`src/rtl/pixel_ram_dp.sv`:
```
// pixel_ram_dp: single-clock pixel buffer with byte-lane writes, registered
// reads and a self-running fill engine. After reset, or when clear is
// requested, every word is rewritten with INIT_COLOR, one word per cycle.
// External traffic is locked out while the fill runs.
module pixel_ram_dp #(
  parameter int              AW         = 4,
  parameter int              DW         = 24,
  parameter int              DEPTH      = 14,
  parameter logic [DW-1:0]   INIT_COLOR = DW'(24'hFF0000)
) (
  input  logic              clk,
  input  logic              rst,
  input  logic              wr_en,
  input  logic [AW-1:0]     wr_addr,
  input  logic [DW-1:0]     wr_data,
  input  logic [DW/8-1:0]   wr_be,
  input  logic              rd_en,
  input  logic [AW-1:0]     rd_addr,
  input  logic              clear,
  output logic [DW-1:0]     rd_data,
  output logic              rd_valid,
  output logic              busy
);

  localparam int unsigned NB = DW / 8;

  localparam logic [0:0] IDLE = 1'b0;
  localparam logic [0:0] FILL = 1'b1;

  // Last fill address and an (AW+1)-bit depth so DEPTH == 2**AW compares correctly.
  localparam logic [AW-1:0] LAST    = AW'(DEPTH - 1);
  localparam logic [AW:0]   DEPTH_W = (AW + 1)'(DEPTH);

  logic [0:0]    state;
  logic [AW-1:0] fill_cnt;
  logic [DW-1:0] mem [DEPTH];

  logic          wr_in_range;
  logic          rd_in_range;
  logic [AW-1:0] wr_idx;
  logic [AW-1:0] rd_idx;
  logic          wr_go;
  logic [DW-1:0] wr_word;
  logic [DW-1:0] rd_word;

  // Address qualification; out-of-range addresses are steered to word 0 so
  // the array is never indexed past its end (their results are discarded).
  always_comb begin
    wr_in_range = ({1'b0, wr_addr} < DEPTH_W);
    rd_in_range = ({1'b0, rd_addr} < DEPTH_W);
    wr_idx      = wr_in_range ? wr_addr : '0;
    rd_idx      = rd_in_range ? rd_addr : '0;
    // clear wins over a coincident write
    wr_go       = (state == IDLE) && wr_en && !clear && wr_in_range;
  end

  // Byte-lane merge of the incoming write with the stored word.
  always_comb begin
    wr_word = mem[wr_idx];
    for (int unsigned i = 0; i < NB; i++) begin
      if (wr_be[i]) begin
        wr_word[8*i +: 8] = wr_data[8*i +: 8];
      end
    end
  end

  // Read source with write-first forwarding on a same-address collision.
  always_comb begin
    rd_word = mem[rd_idx];
    if (wr_go && (wr_addr == rd_addr)) begin
      rd_word = wr_word;
    end
  end

  // Fill/idle sequencing; clear during a fill restarts it from address 0.
  always_ff @(posedge clk) begin
    if (rst) begin
      state    <= FILL;
      fill_cnt <= '0;
    end else begin
      case (state)
        FILL: begin
          if (clear) begin
            fill_cnt <= '0;
          end else if (fill_cnt == LAST) begin
            state    <= IDLE;
            fill_cnt <= '0;
          end else begin
            fill_cnt <= fill_cnt + 1'b1;
          end
        end
        default: begin
          if (clear) begin
            state    <= FILL;
            fill_cnt <= '0;
          end
        end
      endcase
    end
  end

  // Array writes: the fill engine owns the array in FILL, external writes in IDLE.
  always_ff @(posedge clk) begin
    if (!rst) begin
      if (state == FILL) begin
        mem[fill_cnt] <= INIT_COLOR;
      end else if (wr_go) begin
        mem[wr_addr] <= wr_word;
      end
    end
  end

  // Registered read port; data holds when no read is accepted.
  always_ff @(posedge clk) begin
    if (rst) begin
      rd_valid <= 1'b0;
      rd_data  <= '0;
    end else if ((state == IDLE) && rd_en) begin
      rd_valid <= 1'b1;
      rd_data  <= rd_in_range ? rd_word : '0;
    end else begin
      rd_valid <= 1'b0;
    end
  end

  // busy mirrors the fill state.
  always_comb begin
    busy = (state == FILL);
  end

endmodule

```
`config.mk`:
```
export PLATFORM = sky130hd
export DESIGN_NAME = pixel_ram_dp
export DESIGN_NICKNAME = d
export VERILOG_FILES = /design/src/rtl/pixel_ram_dp.sv
export SDC_FILE = /design/constraint.sdc
export NUM_CORES = 1
export LEC_CHECK = 0
export BUFFER_PORTS_ARGS = -buffer_cell sky130_fd_sc_hd__buf_2
export CAP_MARGIN = 30
export CORE_UTILIZATION = 35
export CTS_BUF_LIST = sky130_fd_sc_hd__clkbuf_4
export DETAILED_ROUTE_END_ITERATION = 7
export PLACE_DENSITY = 0.54
export SYNTH_ARGS = -nofsm -noshare
export SYNTH_HDL_FRONTEND = slang
export SYNTH_SLANG_ARGS = --single-unit
```
`constraint.sdc`:
```
create_clock -name clk -period 4.5 [get_ports clk]
set_input_delay 0.9 -clock clk [delete_from_list [all_inputs] [get_ports clk]]
set_output_delay 0.9 -clock clk [all_outputs]
set_load 0.02 [all_outputs]
```
=== Word-level counts from Yosys, hierarchy flattened ===
Memory sizes are Yosys's and may differ from the RTL's.
Index checks and enable logic that the tools add are counted.

* Memory bits (writable): 336
* Bits in read-only memories: 0
* Latch bits: 0
* Logic and storage cells: 45
* Register bits after elaboration: 30
* Memories: 1

* Bitwise gates (word level): 1
* Shift operators: 0
* $mul: 0
* Div/mod/pow operators: 0
* Reductions and logical operators: 8
* Muxes and demuxes: 26
* Eq/ne operators: 2
* Add/sub/neg operators: 1
* $lt $le $gt $ge: 2

{| class="wikitable"
|+ Memories
! name !! depth !! width !! read ports !! clocked after Yosys merged registers in !! write ports !! RTL line !! text
|-
| mem || 14 || 24 || 2 || 0 || 1 || 36 || <nowiki>logic [DW-1:0] mem [DEPTH];</nowiki>
|}

{| class="wikitable"
|+ Operators by type and width
! kind !! count
|-
| 24-bit two-way mux || 3
|-
| 4-bit two-way mux || 7
|-
| 8-bit two-way mux || 3
|-
| 24-bit OR reduction || 1
|-
| 1-bit two-way mux || 13
|-
| 4-bit < comparator (second input constant) || 2
|-
| 1-bit logical AND || 5
|-
| 4-bit by 1-bit adder with 4-bit output (second input constant) || 1
|-
| 4-bit == test || 1
|-
| 4-bit == test (second input constant) || 1
|-
| 2-bit nonzero test || 1
|-
| 1-bit logical NOT || 1
|-
| 1-bit inverter || 1
|}

=== Logic depth before layout (Yosys ltp) ===
Gate-level depths: netlist of run 1.

* Word-level depth: 10
* Depth in mapped cells: 10
* Mapped depth without buffers: 7

=== Worst setup path after synthesis of run 1 ===
Ideal clock, no wire load.

* Path type: input-to-reg
* Start: input wr_addr[1]
* End: memory mem[12][0], enable pin
* Setup slack: 1.013 ns
* Stages: 6
* Buffers on the path: 2
* Arrival time: 3.083 ns
* Setup time: 0.405 ns
* Path through: buf_2 -> and3_1 -> nor3b_2 -> clkbuf_1 -> a21oi_1 -> nor2_1

* Longest elaborated chain between the ends: 8
* Elaborated cells between the ends (all ways): 9
* Classes of those cells: order compare (1); mux (6); reduce/logical (2)

{| class="wikitable"
|+ RTL lines
! item !! RTL line !! text
|-
| start: declaration || 14 || <nowiki>input logic [AW-1:0] wr_addr,</nowiki>
|-
| 4-bit < comparator || 49 || <nowiki>wr_in_range = ({1'b0, wr_addr} < DEPTH_W);</nowiki>
|-
| 1-bit logical AND || 54 || <nowiki>wr_go = (state == IDLE) && wr_en && !clear && wr_in_range;</nowiki>
|-
| 1-bit two-way mux || 107 || <nowiki>end else if (wr_go) begin</nowiki>
|-
| 1-bit two-way mux || 105 || <nowiki>if (state == FILL) begin</nowiki>
|-
| 1-bit two-way mux || 104 || <nowiki>if (!rst) begin</nowiki>
|-
| 1-bit two-way mux (implied by the code) || 108 || <nowiki>mem[wr_addr] <= wr_word;</nowiki>
|-
| 24-bit OR reduction (no source line) || - ||
|-
| 4-bit two-way mux (no source line) / 1-bit two-way mux (equally long branches) || - ||
|-
| end: declaration || 36 ||
|}

Parallel ways exist; a longest one is shown, timed or not.

=== Worst setup path in the final report of run 1 ===
* Start: register state (netlist: busy)
* End: memory mem[5][15], enable pin

* Longest elaborated chain between the ends: 10
* Elaborated cells between the ends (all ways): 14
* Classes of those cells: mux (9); bitwise (1); reduce/logical (4)

{| class="wikitable"
|+ RTL lines
! item !! RTL line !! text
|-
| start: declaration || 34 || <nowiki>logic [0:0] state;</nowiki>
|-
| start signal: assignment || 78 || <nowiki>state <= FILL;</nowiki>
|-
| start signal: assignment || 86 || <nowiki>state <= IDLE;</nowiki>
|-
| start signal: assignment || 94 || <nowiki>state <= FILL;</nowiki>
|-
| 1-bit inverter || 54 ||
|-
| 1-bit logical AND (3 in a row) || 54 ||
|-
| 1-bit two-way mux || 107 ||
|-
| 1-bit two-way mux || 105 ||
|-
| 1-bit two-way mux || 104 ||
|-
| 1-bit two-way mux (implied by the code) || 108 ||
|-
| 24-bit OR reduction (no source line) || - ||
|-
| 4-bit two-way mux (no source line) / 1-bit two-way mux (equally long branches) || - ||
|}

Parallel ways exist; a longest one is shown, timed or not.

==> results of run 1 <==
per-stage QoR:
| step | instances | instance area (um2) | setup WS (ns) | hold slack, ns | util [%] |
|---|---|---|---|---|---|
| after floorplan | 1384 | 18600 | 1.01 | 0.511 | - |
| after global placement | 2113 | 20100 | 0.823 | 0.468 | 38.2 |
| after detailed placement | 2115 | 20100 | 0.689 | 0.465 | 38.3 |
| after CTS | 2297 | 21400 | 1.46 | 0.334 | 40.7 |
| after global routing | 2300 | 21400 | 1.28 | 0.382 | 40.8 |
| final | 2300 | 21400 | 1.45 | 0.396 | 40.8 |
layer usage:
layer	global-route usage [%]	wire length, um	up-vias
met2	37.9	30000	697
met1	30.7	26300	6942
met3	3.74	4660	128
met4	9.44	2000	0
li1	-	-	5950
met5	0	0	-
cell families after synthesis:
| logic type | after synthesis |
|---|---|
| adders and majority gates | 2 |
| DFF | 366 |
| xor gates and xnor gates | 4 |
| and+or+nand+nor | 232 |
| muxes | 260 |
| AOI/OAI and AO/OA | 377 |
| buffers and inverters | 143 |
worst max-delay path: cells and delay by family, from the launching register on:
| kind | cells | cell delay (ns) |
|---|---|---|
| simple gates | 4 | 1.72 |
| mux | 1 | 0.30 |
| flops | 1 | 0.46 |
| buf+inv | 1 | 0.25 |
layout make-up:
| class | count | area [um2] |
|---|---|---|
| Antenna cell | 1 | 2.50 |
| Clock buffer | 148 | 1110 |
| Multi-Input combinational cell | 875 | 7240 |
| Sequential cell | 366 | 10700 |
| Clock inverter | 34 | 170 |
| Timing Repair Buffer | 162 | 1250 |
| Inverter | 26 | 97.6 |
| Fill cell | 4972 | 31100 |
| Tap cell | 688 | 861 |
cells in the final DEF, fill, tap and decap left out, types with 7 or more instances in the layout:
cell,n
clkbuf_4,148
a222oi_1,21
nor2b_1,32
a32o_1,18
clkinv_1,25
inv_1,23
o21ai_0,67
edfxtp_1,336
nand2_1,81
buf_4,82
o221ai_1,43
a21oi_1,77
mux4_2,26
nor2_4,14
nand2b_1,11
mux2i_1,118
a31oi_1,22
dfxtp_1,30
nor2_1,17
buf_12,11
clkinv_2,7
mux2_2,104
buf_2,64
o211ai_1,10
nor3_1,17
and4_1,18
a211oi_1,33
a221o_1,36
o21a_1,7
mux2_1,8
state kept, by name (all words and copies together), names as in the netlist:
| name | cells |
|---|---|
| fill_cnt | 4 |
| mem | 336 |
| busy | 1 |
| rd_valid | 1 |
| rd_data | 24 |
worst min-delay path by stage:
| stage | to | from | depth (start not counted) | slack (ns) |
|---|---|---|---|---|
| detailed placement | rd_data[12]$_SDFFE_PP0P_ | rd_data[12]$_SDFFE_PP0P_ | 1 | 0.47 |
| global placement | rd_data[12]$_SDFFE_PP0P_ | rd_data[12]$_SDFFE_PP0P_ | 1 | 0.47 |
| CTS | busy$_SDFF_PP1_ | clear | 2 | 0.33 |
| finish | busy$_SDFF_PP1_ | clear | 2 | 0.40 |
| floorplan | fill_cnt[2]$_SDFFE_PP0P_ | fill_cnt[2]$_SDFFE_PP0P_ | 2 | 0.51 |
| global route | busy$_SDFF_PP1_ | clear | 2 | 0.38 |
power by group through the flow:
stage	combinational, mW	sequential, mW	clock, mW
global placement	0.610	3.76	0
CTS	0.617	3.69	3.06
detailed placement	0.615	3.76	0
global route	0.658	3.69	3.23
floorplan	0.402	3.76	0
finish	0.632	3.69	2.99
==> flow_metrics.env, run 1 <==
export IMPL_die_w_um=233
export IMPL_setup_tns_ns=0
export IMPL_finalCritPeriodShare_pct=67.8
export IMPL_clock_fmax_mhz=328
export IMPL_clock_sinks=366
export IMPL_worstMarginPinSlew_ns=0.988
export IMPL_synth_top_family_by_area="multiplexers"
export IMPL_path_cells="nor3b_4 -> nor3b_2 -> mux2i_1 -> nand2_1 -> nor2_4 -> buf_12"
export IMPL_setup_violations=0
export IMPL_crit_end="mem[5][15]$_DFFE_PP_"
export IMPL_antenna_found_initial=1
export IMPL_cts_setup_buffers=0
export IMPL_p_int_mw=5.47
export IMPL_ff2ff_path_depth=6
export IMPL_htree_levels=3
export IMPL_die_area_um2=54100
export IMPL_leakage_nw=7.44
export IMPL_r2r_start="busy$_SDFF_PP1_"
export IMPL_netlist_area_um2=18600
export IMPL_num_nets_final=1570
export IMPL_critPathKind="flip-flop to flip-flop"
export IMPL_coreArea_um2=52600
export IMPL_total_power_mw=7.31
export IMPL_synth_xor_area_share_pct=0.188
export IMPL_cts_path_max_buffers=3
export IMPL_yosys_area_top_type="edfxtp_1"
export IMPL_cts_tree="done"
export IMPL_slew_headroom_pct=33.6
export IMPL_synth_compound_area_share_pct=14.6
export IMPL_r2r_end="mem[5][15]$_DFFE_PP_"
export IMPL_postRouteAntennaNets=0
export IMPL_via_per_inst=5.96
export IMPL_ys_seq_area_share_pct=57.5
export IMPL_synth_area_per_cell_um2=13.4
export IMPL_cp_end_kind="flip-flop"
export IMPL_switching_share_pct=25.2
export IMPL_yosysMostFrequentCell="edfxtp_1"
export IMPL_reg2reg_slack_ns=1.45
export IMPL_cpMaxStageDelayCell="nor3b_2"
export IMPL_maxCapViolCount=0
export IMPL_seq_power_share_pct=50.4
export IMPL_vias=13700
export IMPL_drive_gt1_share_pct=30.2
export IMPL_switchingPower_mw=1.84
export IMPL_drcViolationCount=0
export IMPL_syn_nets=1426
export IMPL_hold_buffers=0
export IMPL_holdCritPathClass="input port to flip-flop"
export IMPL_yosys_area_share_simple_pct=6.71
export IMPL_syn_instance_count=1384
export IMPL_fp_row_count=84
export IMPL_cts_repair_resized=0
export IMPL_synthTopCellsByCount="edfxtp_1, mux2i_1, mux2_2"
export IMPL_slew_violations=0
export IMPL_dp_hpwl_um=39800
export IMPL_area_delta_synth_final_pct=15.2
export IMPL_power_density_nw_per_um2=341
export IMPL_yosysUniqueCellTypes=69
export IMPL_grt_usage_pct=23.3
export IMPL_synth_area_leaders="edfxtp_1, mux2i_1, mux2_2"
export IMPL_clk_pin_slew_ns=0.06
export IMPL_globalRouteOverflowTotal=0
export IMPL_chipHeight_um=233
export IMPL_grt_pass1_wl_um=91100
export IMPL_io_buffer_count=65
export IMPL_synth_seq_cells=366
export IMPL_clk_latency_ns=0.85
export IMPL_fin_crit_ns=3.05
export IMPL_start_kind="flip-flop"
export IMPL_muxShareOfSynthArea_pct=16.6
export IMPL_rsz0062_at_grt="false"
export IMPL_arrival_ns=3.55
export IMPL_ys_warn_count=0
export IMPL_async_reset_ff_share_pct=0
export IMPL_power_frac_comb_pct=8.6
export IMPL_wl_per_cell_um=27.4
export IMPL_io_pins=66
export IMPL_place_congestion=0.859
export IMPL_wl_um=63000
export IMPL_grt_start_max_net_pins=93
export IMPL_status="completed"
export IMPL_synth_edf_count=336
export IMPL_cts_root_buf="clkbuf_4"
export IMPL_p_clk_share_pct=40.9
export IMPL_synth_adder_area_share_pct=0.135
export IMPL_critPathRequiredTime_ns=5.00
export IMPL_max_vdd_ir_drop_mv=0.164
export IMPL_finClkSkew_ns=0.0612
export IMPL_grt_pass1_vias=13800
export IMPL_dr_pass1_iters=8
export IMPL_synth_top_flop_cell="edfxtp_1"
export IMPL_cts_made_buffers=97
export IMPL_crit_fanout=14
export IMPL_start_util_pct=35.4
export IMPL_crit_start="busy$_SDFF_PP1_"
export IMPL_critPathMaxStageDelay_ns=0.51
export IMPL_synth_top_area_share_pct=54.2
export IMPL_hold_viol=0
export IMPL_drtIter0Drc=1479
(Power assumes the default switching activity.)
==> run 2, diff against run 1 <==
--- a/config.mk
+++ b/config.mk
@@ -5,6 +5,7 @@
 export SDC_FILE = /design/constraint.sdc
 export NUM_CORES = 1
 export LEC_CHECK = 0
+export ABC_AREA = 1
 export BUFFER_PORTS_ARGS = -buffer_cell sky130_fd_sc_hd__buf_2
 export CAP_MARGIN = 30
 export CORE_UTILIZATION = 35
==> constraint.sdc (replaced) <==
create_clock -name clk -period 3.1 [get_ports clk]
set_input_delay 0.62 -clock clk [delete_from_list [all_inputs] [get_ports clk]]
set_output_delay 0.62 -clock clk [all_outputs]
set_load 0.02 [all_outputs]
==> run 2 against run 1 <==
  * Final cell count rose by 32%
  * Worst hold slack got worse by 0.18 ns
  * Combinational power is 100% higher
  * Clock skew about the same
  * Final area rose by 2.5%
  * Critical path type is now input port to flip-flop
==> flow_metrics.env, run 2 <==
export IMPL_status="completed"
export IMPL_arrival_ns=3.17
export IMPL_start_util_pct=35.5
export IMPL_dr_pass1_iters=5
export IMPL_largest_register="mem"
export IMPL_io_pins=66
export IMPL_cts_tree="done"
export IMPL_ys_seq_area_share_pct=57.1
export IMPL_reg2reg_slack_ns=0.53
export IMPL_slew_violations=0
export IMPL_cts_path_max_buffers=3
export IMPL_total_power_mw=10.8
export IMPL_yosysUniqueCellTypes=29
export IMPL_worst_slack_ns=0.399
export IMPL_async_reset_ff_share_pct=0
export IMPL_fin_crit_ns=2.70
export IMPL_dp_hpwl_um=39900
export IMPL_wl_per_cell_um=22.4
export IMPL_setup_violations=0
export IMPL_whs_ns=0.215
export IMPL_die_w_um=233
export IMPL_cp_end_kind="flip-flop"
export IMPL_die_area_um2=54400
export IMPL_ff2ff_path_depth=9
export IMPL_antenna_found_initial=1
export IMPL_power_density_nw_per_um2=490
export IMPL_drive_gt1_share_pct=16.6
export IMPL_critPathRequiredTime_ns=3.57
export IMPL_synth_area_per_cell_um2=8.73
export IMPL_clock_fmax_mhz=370
export IMPL_place_congestion=0.879
export IMPL_io_buffer_count=65
export IMPL_final_common_cell="nand2_1"
export IMPL_globalRouteOverflowTotal=0
export IMPL_htree_levels=3
export IMPL_synth_seq_cells=366
export IMPL_finClkSkew_ns=0.0611
export IMPL_grt_pass1_vias=16300
export IMPL_hp_start="wr_data[4]"
export IMPL_clk_latency_ns=0.83
export IMPL_rsz0062_at_grt="false"
export IMPL_slew_headroom_pct=36.4
export IMPL_num_nets_final=2321
export IMPL_netlist_area_um2=18700
export IMPL_via_per_inst=5.64
export IMPL_cts_repair_resized=0
export IMPL_hold_viol=0
export IMPL_min_path_cells=5
export IMPL_area_delta_synth_final_pct=17.3
export IMPL_max_vdd_ir_drop_mv=0.169
export IMPL_r2r_start="busy$_SDFF_PP1_"
export IMPL_synth_top_area_share_pct=53.9
export IMPL_critPathKind="input port to flip-flop"
export IMPL_coreArea_um2=52700
export IMPL_vias=17200
export IMPL_clk_pin_slew_ns=0.07
export IMPL_cts_made_buffers=93
export IMPL_crit_fanout=14
export IMPL_whs_endpoint="rd_data[4]$_SDFFE_PP0P_"
export IMPL_place_ws_ns=-0.0899
export IMPL_busiest_layer="met2"
export IMPL_syn_nets=2186
export IMPL_wl_um=68300
export IMPL_postRouteAntennaNets=0
export IMPL_synthTopCellsByCount="nand2_1, nand3_1, edfxtp_1"
export IMPL_use_met3_pct=4.54
export IMPL_holdCritPathClass="input port to flip-flop"
export IMPL_grt_usage_pct=25.0
export IMPL_chipHeight_um=233
export IMPL_fp_row_count=84
export IMPL_maxCapViolCount=0
export IMPL_synth_top_flop_cell="edfxtp_1"
export IMPL_grt_start_max_net_pins=88
export IMPL_largest_reg_flops=336
export IMPL_start_kind="input port"
export IMPL_drtIter0Drc=2039
export IMPL_r2r_end="mem[10][12]$_DFFE_PP_"
export IMPL_final_area_um2=22000
export IMPL_synth_area_leaders="edfxtp_1, nand3_1, nand2_1"
export IMPL_drcViolationCount=0
export IMPL_place_area_um2=20800
export IMPL_synth_edf_count=336
export IMPL_leakage_nw=8.65
export IMPL_ys_warn_count=0
export IMPL_met2_usage_pct=39.8
export IMPL_cts_root_buf="clkbuf_4"
export IMPL_largestRegisters="mem x336, rd_data x24, fill_cnt x4"
export IMPL_layout_common_cells="nand2_1, nand3_1, edfxtp_1, a21oi_1, clkbuf_4"
export IMPL_worstMarginPinSlew_ns=0.955
export IMPL_yosys_area_top_type="edfxtp_1"
export IMPL_grt_util_met1_pct=33.0
export IMPL_yosysMostFrequentCell="nand2_1"
export IMPL_grt_pass1_wl_um=101000
export IMPL_syn_instance_count=2144
export IMPL_finalCritPeriodShare_pct=87.1
export IMPL_clock_sinks=366
## run 2: timing repair
item,4_1_cts,5_1_grt
endpoints found under the hold margin,1,0
setup buffers,0,0
endpoints found under the setup margin,0,0
hold buffers,1,0
## run 2: cell type report
type | instances | area (um2)
Timing Repair Buffer | 208 | 1820
Inverter | 37 | 139
Clock buffer | 127 | 953
Clock inverter | 44 | 219
Antenna cell | 1 | 2.50
Sequential cell | 366 | 10700
Tap cell | 688 | 861
Fill cell | 5127 | 30700
Multi-Input combinational cell | 1573 | 7270
## run 2: where the power goes
part	switching, mW	total (mW)	internal [mW]
combinational	0.886	1.29	0.406
clock	2.11	4.12	2.01
sequential	0.0139	5.35	5.34
total	3.00	10.8	7.76
## run 2: worst max path at each step
| stage | start | endpoint | slack, ns | cells past startpoint |
|---|---|---|---|---|
| floorplan | clear | mem[10][0]$_DFFE_PP_ | -0.1 | 8 |
| global placement | wr_addr[1] | mem[10][12]$_DFFE_PP_ | 0.03 | 9 |
| detailed placement | wr_addr[2] | mem[7][14]$_DFFE_PP_ | -0.09 | 11 |
| CTS | clear | mem[4][0]$_DFFE_PP_ | 0.49 | 11 |
| global route | clear | mem[7][3]$_DFFE_PP_ | 0.29 | 11 |
| finish | clear | mem[10][12]$_DFFE_PP_ | 0.40 | 11 |
## run 2: routing by layer
metal / routed length, um / part of all wire, %
met1: 27700 / 41
met2: 31700 / 46
met3: 6340 / 9.3
met4: 2520 / 3.7
met5: 0 / 0
## run 2: worst max-delay path, cell delays in order
cell	delay, ns
dlygate4sd3_1	0.53
buf_2	0.15
nor2_2	0.15
nand3_2	0.14
nor2_2	0.15
buf_4	0.24
nand2_1	0.06
o21ai_0	0.14
nand3_1	0.39
nor2_4	0.22
buf_4	0.35
## run 2: stage by stage
step                      std cells  utilization, %  setup TNS [ns]
final                          3044            41.7               0
after global routing           3044            41.7               0
after CTS                      3041            41.7               0
after detailed placement       2869            39.4           -3.07
after global placement         2869            39.4               0
after floorplan                2144               -          -19.19
## run 2: cells by family (layout without fill, tap and decap cells)
kind of cell / Yosys count / count (layout) / share of synthesized area (%)
fa+ha+maj: 2 / 2 / 0.134
other cells: 0 / 1 / 0
simple gates: 1255 / 1255 / 28.9
flops: 366 / 366 / 57.1
compound gates: 311 / 311 / 8.63
xor+xnor: 5 / 5 / 0.234
buf+inv: 205 / 416 / 4.96
